$ cat config.mk
export PLATFORM = sky130hd
export DESIGN_NAME = stack_unit
export DESIGN_NICKNAME = d
export VERILOG_FILES = /design/src/rtl/stack_unit.sv
export SDC_FILE = /design/constraint.sdc
export NUM_CORES = 1
export LEC_CHECK = 0
export BUFFER_PORTS_ARGS = -buffer_cell sky130_fd_sc_hd__clkbuf_2
export CORE_MARGIN = 2
export CORE_UTILIZATION = 50
export DETAILED_ROUTE_END_ITERATION = 12
export PLACE_DENSITY_LB_ADDON = 0.05
export RECOVER_POWER = 25
export SLEW_MARGIN = 10
export SYNTH_ARGS = -nofsm -noshare
export SYNTH_HDL_FRONTEND = slang
export SYNTH_SLANG_ARGS = --single-unit
$ cat constraint.sdc
create_clock -name clk -period 2.67 [get_ports clk]
set_input_delay 0.534 -clock clk [delete_from_list [all_inputs] [get_ports clk]]
set_output_delay 0.534 -clock clk [all_outputs]
set_load 0.01 [all_outputs]
$ cat src/rtl/stack_unit.sv
// stack_unit: hardware stack with registered TOS, live count and sticky overflow/underflow errors
module stack_unit #(
    parameter int DATA_W = 8,
    parameter int DEPTH  = 8,
    parameter int CNT_W  = 4
) (
    input  logic              clk,
    input  logic              rst,
    input  logic              push,
    input  logic              pop,
    input  logic [DATA_W-1:0] data_in,
    input  logic              clear_err,
    output logic [DATA_W-1:0] tos,
    output logic [CNT_W-1:0]  count,
    output logic              empty,
    output logic              full,
    output logic              overflow,
    output logic              underflow,
    output logic              err_halt
);
    localparam int AW = (DEPTH > 2) ? $clog2(DEPTH - 1) : 1;
    logic [DATA_W-1:0] mem_q [0:DEPTH-2];
    logic [DATA_W-1:0] tos_q, tos_d;
    logic [CNT_W-1:0]  count_q, count_d;
    logic              overflow_q, overflow_d, underflow_q, underflow_d;
    logic              is_empty, is_full, do_push, do_pop, do_repl, ovf_evt, unf_evt, mem_we;
    logic [AW-1:0]     rd_idx, wr_idx;
    always_comb begin
        is_empty    = count_q == '0;
        is_full     = count_q == CNT_W'(DEPTH);
        do_push     = push && (!pop || is_empty) && !is_full;
        do_pop      = pop && !push && !is_empty;
        do_repl     = push && pop && !is_empty;
        ovf_evt     = push && !pop && is_full;
        unf_evt     = pop && !push && is_empty;
        rd_idx      = AW'(count_q - CNT_W'(2));
        wr_idx      = AW'(count_q - CNT_W'(1));
        mem_we      = do_push && !is_empty;
        tos_d       = (do_push || do_repl) ? data_in
                    : do_pop ? ((count_q >= CNT_W'(2)) ? mem_q[rd_idx] : '0)
                    : tos_q;
        count_d     = count_q + CNT_W'(do_push) - CNT_W'(do_pop);
        overflow_d  = ovf_evt || (overflow_q && !clear_err);
        underflow_d = unf_evt || (underflow_q && !clear_err);
    end
    always_ff @(posedge clk) begin
        if (rst) begin
            tos_q       <= '0;
            count_q     <= '0;
            overflow_q  <= 1'b0;
            underflow_q <= 1'b0;
        end else begin
            tos_q       <= tos_d;
            count_q     <= count_d;
            overflow_q  <= overflow_d;
            underflow_q <= underflow_d;
        end
    end
    always_ff @(posedge clk) begin
        if (!rst && mem_we) mem_q[wr_idx] <= tos_q;
    end
    assign tos       = tos_q;
    assign count     = count_q;
    assign empty     = count_q == '0;
    assign full      = count_q == CNT_W'(DEPTH);
    assign overflow  = overflow_q;
    assign underflow = underflow_q;
    assign err_halt  = overflow_q | underflow_q;
endmodule

# Yosys cells after proc, flatten, opt, wreduce, memory -nomap -nowiden
# Memory sizes are Yosys's and may differ from the RTL's.
# Index checks and enable logic that the tools add are counted.
# Widths: inputs -> output; s select.
[op_classes]
mux = 5
eq_ne = 1
n_reduce_logical = 25
order_cmp = 1
n_bitwise = 1
n_addsub = 4
[op_table]
columns = ["op", "count"]
rows = [
  ["$mux 8", 3],
  ["$logic_and 1x1->1", 13],
  ["$logic_not 1->1", 6],
  ["$add 4x1->4", 1],
  ["$eq 4x4->1 const B", 1],
  ["$ge 4x2->1 const B", 1],
  ["$logic_not 4->1", 1],
  ["$logic_or 1x1->1", 4],
  ["$sub 4x1->4", 1],
  ["$sub 3x1->3 const B", 1],
  ["$sub 3x2->3 const B", 1],
  ["$mux 1", 2],
  ["$reduce_bool 2->1", 1],
  ["$or 1x1->1", 1],
]
[totals]
mem_bits_rw = 56
regBits = 14
output_inout_bits = 17
mem_count = 1
elab_cells = 42
[memory_table]
columns = ["memory", "depth", "word_bits", "read_ports", "rd_clocked_by_memory_dff", "write_ports", "line_no", "text"]
rows = [
  ["mem_q", 7, 8, 1, 0, 1, "22", "logic [DATA_W-1:0] mem_q [0:DEPTH-2];"],
]

# Depth between registers and ports, before layout
[depth]
ltp_word = 8
ltp_mapped = 14
ltp_nobuf = 12

# Worst setup path after synthesis
# No wires, ideal clock.
[synth_timing]
kind = "reg2reg"
startpoint = "register count_q[1], in the netlist count[1]"
endpoint = "memory mem_q[2][0] (enable)"
path_stages_with_launch = 8
setup_ns = 0.383
t_arrival_ns = 2.266
path_slack_ns = 0.020
t_required_ns = 2.287
path_cell_list = "dfxtp_1 buf_2 clkinv_1 ha_1 o21ai_0 and4bb_2 nand2_1 nor3_1"
[synth_via]
elab_chain_cells = 8
[synth_lines]
columns = ["element", "line_no", "text"]
rows = [
  ["start, declared", "24", "logic [CNT_W-1:0] count_q, count_d;"],
  ["start signal, assigned", "54", "count_q <= count_d;"],
  ["$logic_not 4->1", "29", "is_empty = count_q == '0;"],
  ["$logic_or 1x1->1", "31", "do_push = push && (!pop || is_empty) && !is_full;"],
  ["$logic_and 1x1->1 (2 in series)", "31", ""],
  ["$logic_and 1x1->1", "38", "mem_we = do_push && !is_empty;"],
  ["$logic_and 1x1->1", "60", "if (!rst && mem_we) mem_q[wr_idx] <= tos_q;"],
  ["$mux 1", "60", ""],
  ["$mux 1 (not written as such)", "60", ""],
  ["end, declared", "22", ""],
]
# Several ways; a longest one is shown, not always the timed one.

# Worst setup path in the final report
[layout_timing]
startpoint = "register count_q[2], in the netlist count[2]"
endpoint = "register count_q[2], in the netlist count[2]"
[layout_via]
elab_chain_cells = 6
[layout_lines]
columns = ["element", "line_no", "text"]
rows = [
  ["$logic_not 4->1", "29", ""],
  ["$logic_or 1x1->1", "31", ""],
  ["$logic_and 1x1->1 (2 in series)", "31", ""],
  ["$add 4x1->4", "42", "count_d = count_q + CNT_W'(do_push) - CNT_W'(do_pop);"],
  ["$sub 4x1->4 *", "42", ""],
]
# Every way passes the cells marked *; elsewhere a longest branch is shown, timed or not.
# A chain may end at the register's enable or synchronous reset.

==> impl.org <==
** STA
- Setup violations remaining at the end of the flow were counted as 0.
- Setup total negative slack on the finished layout was measured at 0 ps.
- Period utilisation layout :: 84.8%
- The worst pin sits at a relative slew slack of 65.9%.
- Across the routed clock network, the largest skew measured is 9.74 ps.
- Hold timing on the final database bottoms out at a slack of 474 ps.
- The clock period could shrink to 2260 ps.
- Setup repair after global routing left no endpoint under its margin.
- Slew at the pin closest to its max-slew limit :: 511 ps
- Fmax :: 442 MHz
- Once routing completed, OpenROAD measured the worst setup slack at 406 ps.
- Count of endpoints failing hold in the final timing report :: 0
- Pins Over Slew Limit :: 0

** Global route
- Number of antenna violations at the first check in global routing :: 0
- Global routing used 20.3% of the available tracks across all layers.
- Vias in the first global route :: 1,766
- The first global-routing pass estimated 9270 um of wire.
- Grt ovf :: 0
- Entering global routing, the biggest net connects 20 pins.

** Synthesis
- Among all flip-flop cells after synthesis, the most frequent one is sky130_fd_sc_hd__edfxtp_1.
- Counting flops and latches in the post-synthesis netlist gives 70.
- Top cells by count, synth :: 56 x sky130_fd_sc_hd__edfxtp_1, 20 x sky130_fd_sc_hd__mux2i_1, 14 x sky130_fd_sc_hd__dfxtp_1, 13 x sky130_fd_sc_hd__nand2_1
- Post-Syn Nets :: roughly 230
- For this run, asynchronously set or reset flops after synthesis account for 0%.
- Summed over all instances, the cell type with the most area after synthesis is sky130_fd_sc_hd__edfxtp_1.
- Synthesis warning total :: 0
- Dominant cells by area after synthesis :: sky130_fd_sc_hd__edfxtp_1 56%, sky130_fd_sc_hd__dfxtp_1 9.4%, sky130_fd_sc_hd__mux2i_1 6.7%, sky130_fd_sc_hd__mux4_2 6.0%, sky130_fd_sc_hd__ha_1 3.3%
- After synthesis, the largest area contributor takes up 56.2% of total cell area.
- After synthesis the cells add up to ~3000 um2.
- Synth cell types :: 34
- Avg Cell Area, Syn :: 14.7 um2
- Sequential area share after synthesis :: 65.6%
- In this run, synthesis inferred 56 flip-flops with an integrated enable.
- Synthesis produced ~200 cells.
- Most frequent cell after synthesis :: sky130_fd_sc_hd__edfxtp_1

** Power
- Internal power comes to roughly 0.0028 W.
- Worst IR drop on VDD :: 0.000595 V
- Sequential cells account for 35.3% of the total power.
- Switching pwr :: 0.00116 W
- Leakage power of the design :: 1.41 nW
- Of the total power, the clock network draws between 30 and 40%.
- Combinational fraction of design power :: 31.4%
- In this run switching power makes up 29.5% of total power.
- Power spread over the standard cell area amounts to 1090 nW/um2.

** Critical path
- STA puts the critical path data arrival time at ~2500 ps.
- R2r worst-path depth :: 12
- Crit Reg-Reg Startpoint :: count[2]
- R2R Path End :: count[2]
- The critical path goes through inv_1 > ha_1 > nand2_2 > inv_2 > nor2_1 > ha_1 > inv_1 > ha_1 > inv_1 > fa_1 > xor2_1 > nor2_1.
- In this run the worst path has a maximum fanout of 4.
- Worst setup path category :: flip-flop to flip-flop
- Maximum single-stage delay on the critical path :: roughly 420 ps
- For this design, the slowest cell found on the critical path is sky130_fd_sc_hd__dfxtp_1.
- Across all register-to-register paths, the minimum setup slack is 410 ps.
- Worst Setup End Kind :: flip-flop
- STA classifies the critical path startpoint as a flip-flop.
- Required time at the worst-slack endpoint :: 2880 ps

** Floorplan
- In this run the vertical extent of the chip is 81.4 um.
- Starting density of the core :: 51.2%
- 30 I/O pins were placed.
- The floorplan step defined a die boundary enclosing between 6000 and 7000 um2.
- The floorplan step defined a core boundary enclosing 5850 um2.
- After floorplanning, the core was divided into 28 placement rows.
- The die is 81.4 um wide.

** Clock tree
- Worst skew pair latency :: 340 ps
- Number of cells upsized or downsized after cts :: 0
- After clock tree synthesis, the setup repair step added 0 buffers.
- Root Buffer :: sky130_fd_sc_hd__clkbuf_8
- Number of buffers added by the clock tree synthesis step :: 9
- Clock net sink count :: 70
- In this run, post-CTS hold repair placed 0 buffers.
- Bufs on Longest Clock Path :: 2
- CTS H-tree depth :: 3
- Clock-pin slew was measured on the worst setup and hold paths at approximately 80 ps.
- TritonCTS clock tree :: yes

** Place
- At the end of routability-driven placement, the weighted congestion stood at 0.828.
- Timing analysis after detailed placement gives a worst setup slack of 387 ps.
- Count of input and output buffers :: 29
- Post-DP HPWL :: between 4000 and 5000 um

** Final layout
- Area growth from synthesis to layout :: 21.1%
- The number of antenna diodes in the final layout is 0.
- Counting the fill cells in the layout gives between 400 and 500.
- Number of nets at the end of the flow :: 273
- Fraction of final layout cells with drive strength greater than 1 :: 30.1%
- Measured on the finished design, the core utilization comes to 61.9%.

** Routing
- DRT antenna net count :: 0
- Number of design rule violations left after detail routing :: 0
- For this block, the routed nets add up to 5950 um of wire.
- Summing over every cut layer, the via total after detailed routing is 1,745.
- First-pass iteration count of the detailed router :: 5
- Via count normalized by instance count :: 5.27
- WL per Instance :: 18.0 um
- In this run, the number of DRC markers left after iteration 0 of detailed routing was between 80 and 90.

** Worst hold path
- Start point of the worst min-delay path :: clear_err
- Endpoint of the worst hold path :: overflow
- HP Class :: primary input to flip-flop
- Worst hold path cell count :: 4

** Job
- The tool flagged a number of max-cap violations equal to 0.

** Outcome
- The run finished with clean final reports.
==> layer usage <==
metal	share of wire [%]	GRT usage (%)
met4	1.6	10.2
met3	6.1	3.78
met5	0	0
met1	41	25.2
met2	51	34.0
==> cells by family after synthesis <==
family                     synth area share, %
AOI/OAI and AO/OA                         6.31
xor gates and xnor gates                  1.17
adders and majority gates                 4.01
buffers and inverters                     3.05
DFF                                       65.6
muxes                                     12.7
and+or+nand+nor                           7.19
==> flip-flops by register name (all words and copies together), names as in the netlist <==
name       flops
mem_q         56
tos            8
count          4
overflow       1
underflow      1
==> power groups by stage <==
stage / combinational (W) / sequential, W / clock [W]
after floorplan: 0.000869 / 0.00142 / 0
after global placement: 0.00122 / 0.00141 / 0
after detailed placement: 0.00124 / 0.00142 / 0
final: 0.00124 / 0.00139 / 0.00131
after CTS: 0.00125 / 0.00139 / 0.00134
after global routing: 0.00139 / 0.00141 / 0.00138
==> worst max-delay path: cells and delay by family (launching register included) <==
kind | cells | cell delay (ps)
adder cells (fa/ha/maj) | 4 | 1030
flip-flops | 1 | 420
buffers and inverters | 4 | 280
AND/OR/NAND/NOR | 3 | 270
XOR/XNOR | 1 | 150
==> placed cells by master (no fill, tap or decap), drive strengths merged <==
| cell type | n |
|---|---|
| mux2i | 20 |
| a22oi | 3 |
| mux4 | 8 |
| xor2 | 2 |
| bufinv | 6 |
| a21o | 1 |
| a31o | 1 |
| clkbuf | 39 |
| nor2 | 10 |
| and2 | 8 |
| buf | 16 |
| or2 | 1 |
| nor3 | 3 |
| or3 | 1 |
| a21oi | 8 |
| o21ai | 9 |
| and4bb | 1 |
| xnor2 | 2 |
| dfxtp | 14 |
| o22ai | 8 |
| inv | 11 |
| nand2b | 1 |
| nor2b | 1 |
| nand2 | 14 |
| nand3b | 1 |
| edfxtp | 56 |
| clkinv | 1 |
| ha | 8 |
| fa | 1 |
| nand3 | 1 |
==> worst max-delay path by stage <==
stage	startpoint	end	slack (ps)	cells after the start
CTS	count[2]	count[2]	400	12
detailed placement	push	count[2]	390	10
global placement	push	count[2]	420	10
finish	count[2]	count[2]	410	12
global route	count[2]	count[2]	250	12
floorplan	count[1]	mem_q[2][0]	20	7
==> layout make-up <==
| class | instances | area [um2] | area share [%] |
|---|---|---|---|
| Clock buffer | 10 | 138 | 3.80 |
| Inverter | 12 | 45.0 | 1.24 |
| Multi-Input combinational cell | 113 | 940 | 25.9 |
| Tap cell | 75 | 93.8 | 2.59 |
| Timing Repair Buffer | 45 | 265 | 7.32 |
| Clock inverter | 6 | 180 | 4.97 |
| Sequential cell | 70 | 1960 | 54.1 |
==> stage by stage <==
| step | instance area (um2) | total power (W) | std cells |
|---|---|---|---|
| 2_1_floorplan | 2990 | 0.00229 | 203 |
| 3_3_place_gp | 3310 | 0.00262 | 315 |
| 3_5_place_dp | 3310 | 0.00266 | 315 |
| 4_1_cts | 3620 | 0.00398 | 331 |
| 5_1_grt | 3620 | 0.00418 | 331 |
| 6_report | 3620 | 0.00395 | 331 |
(Power assumes the default switching activity.)
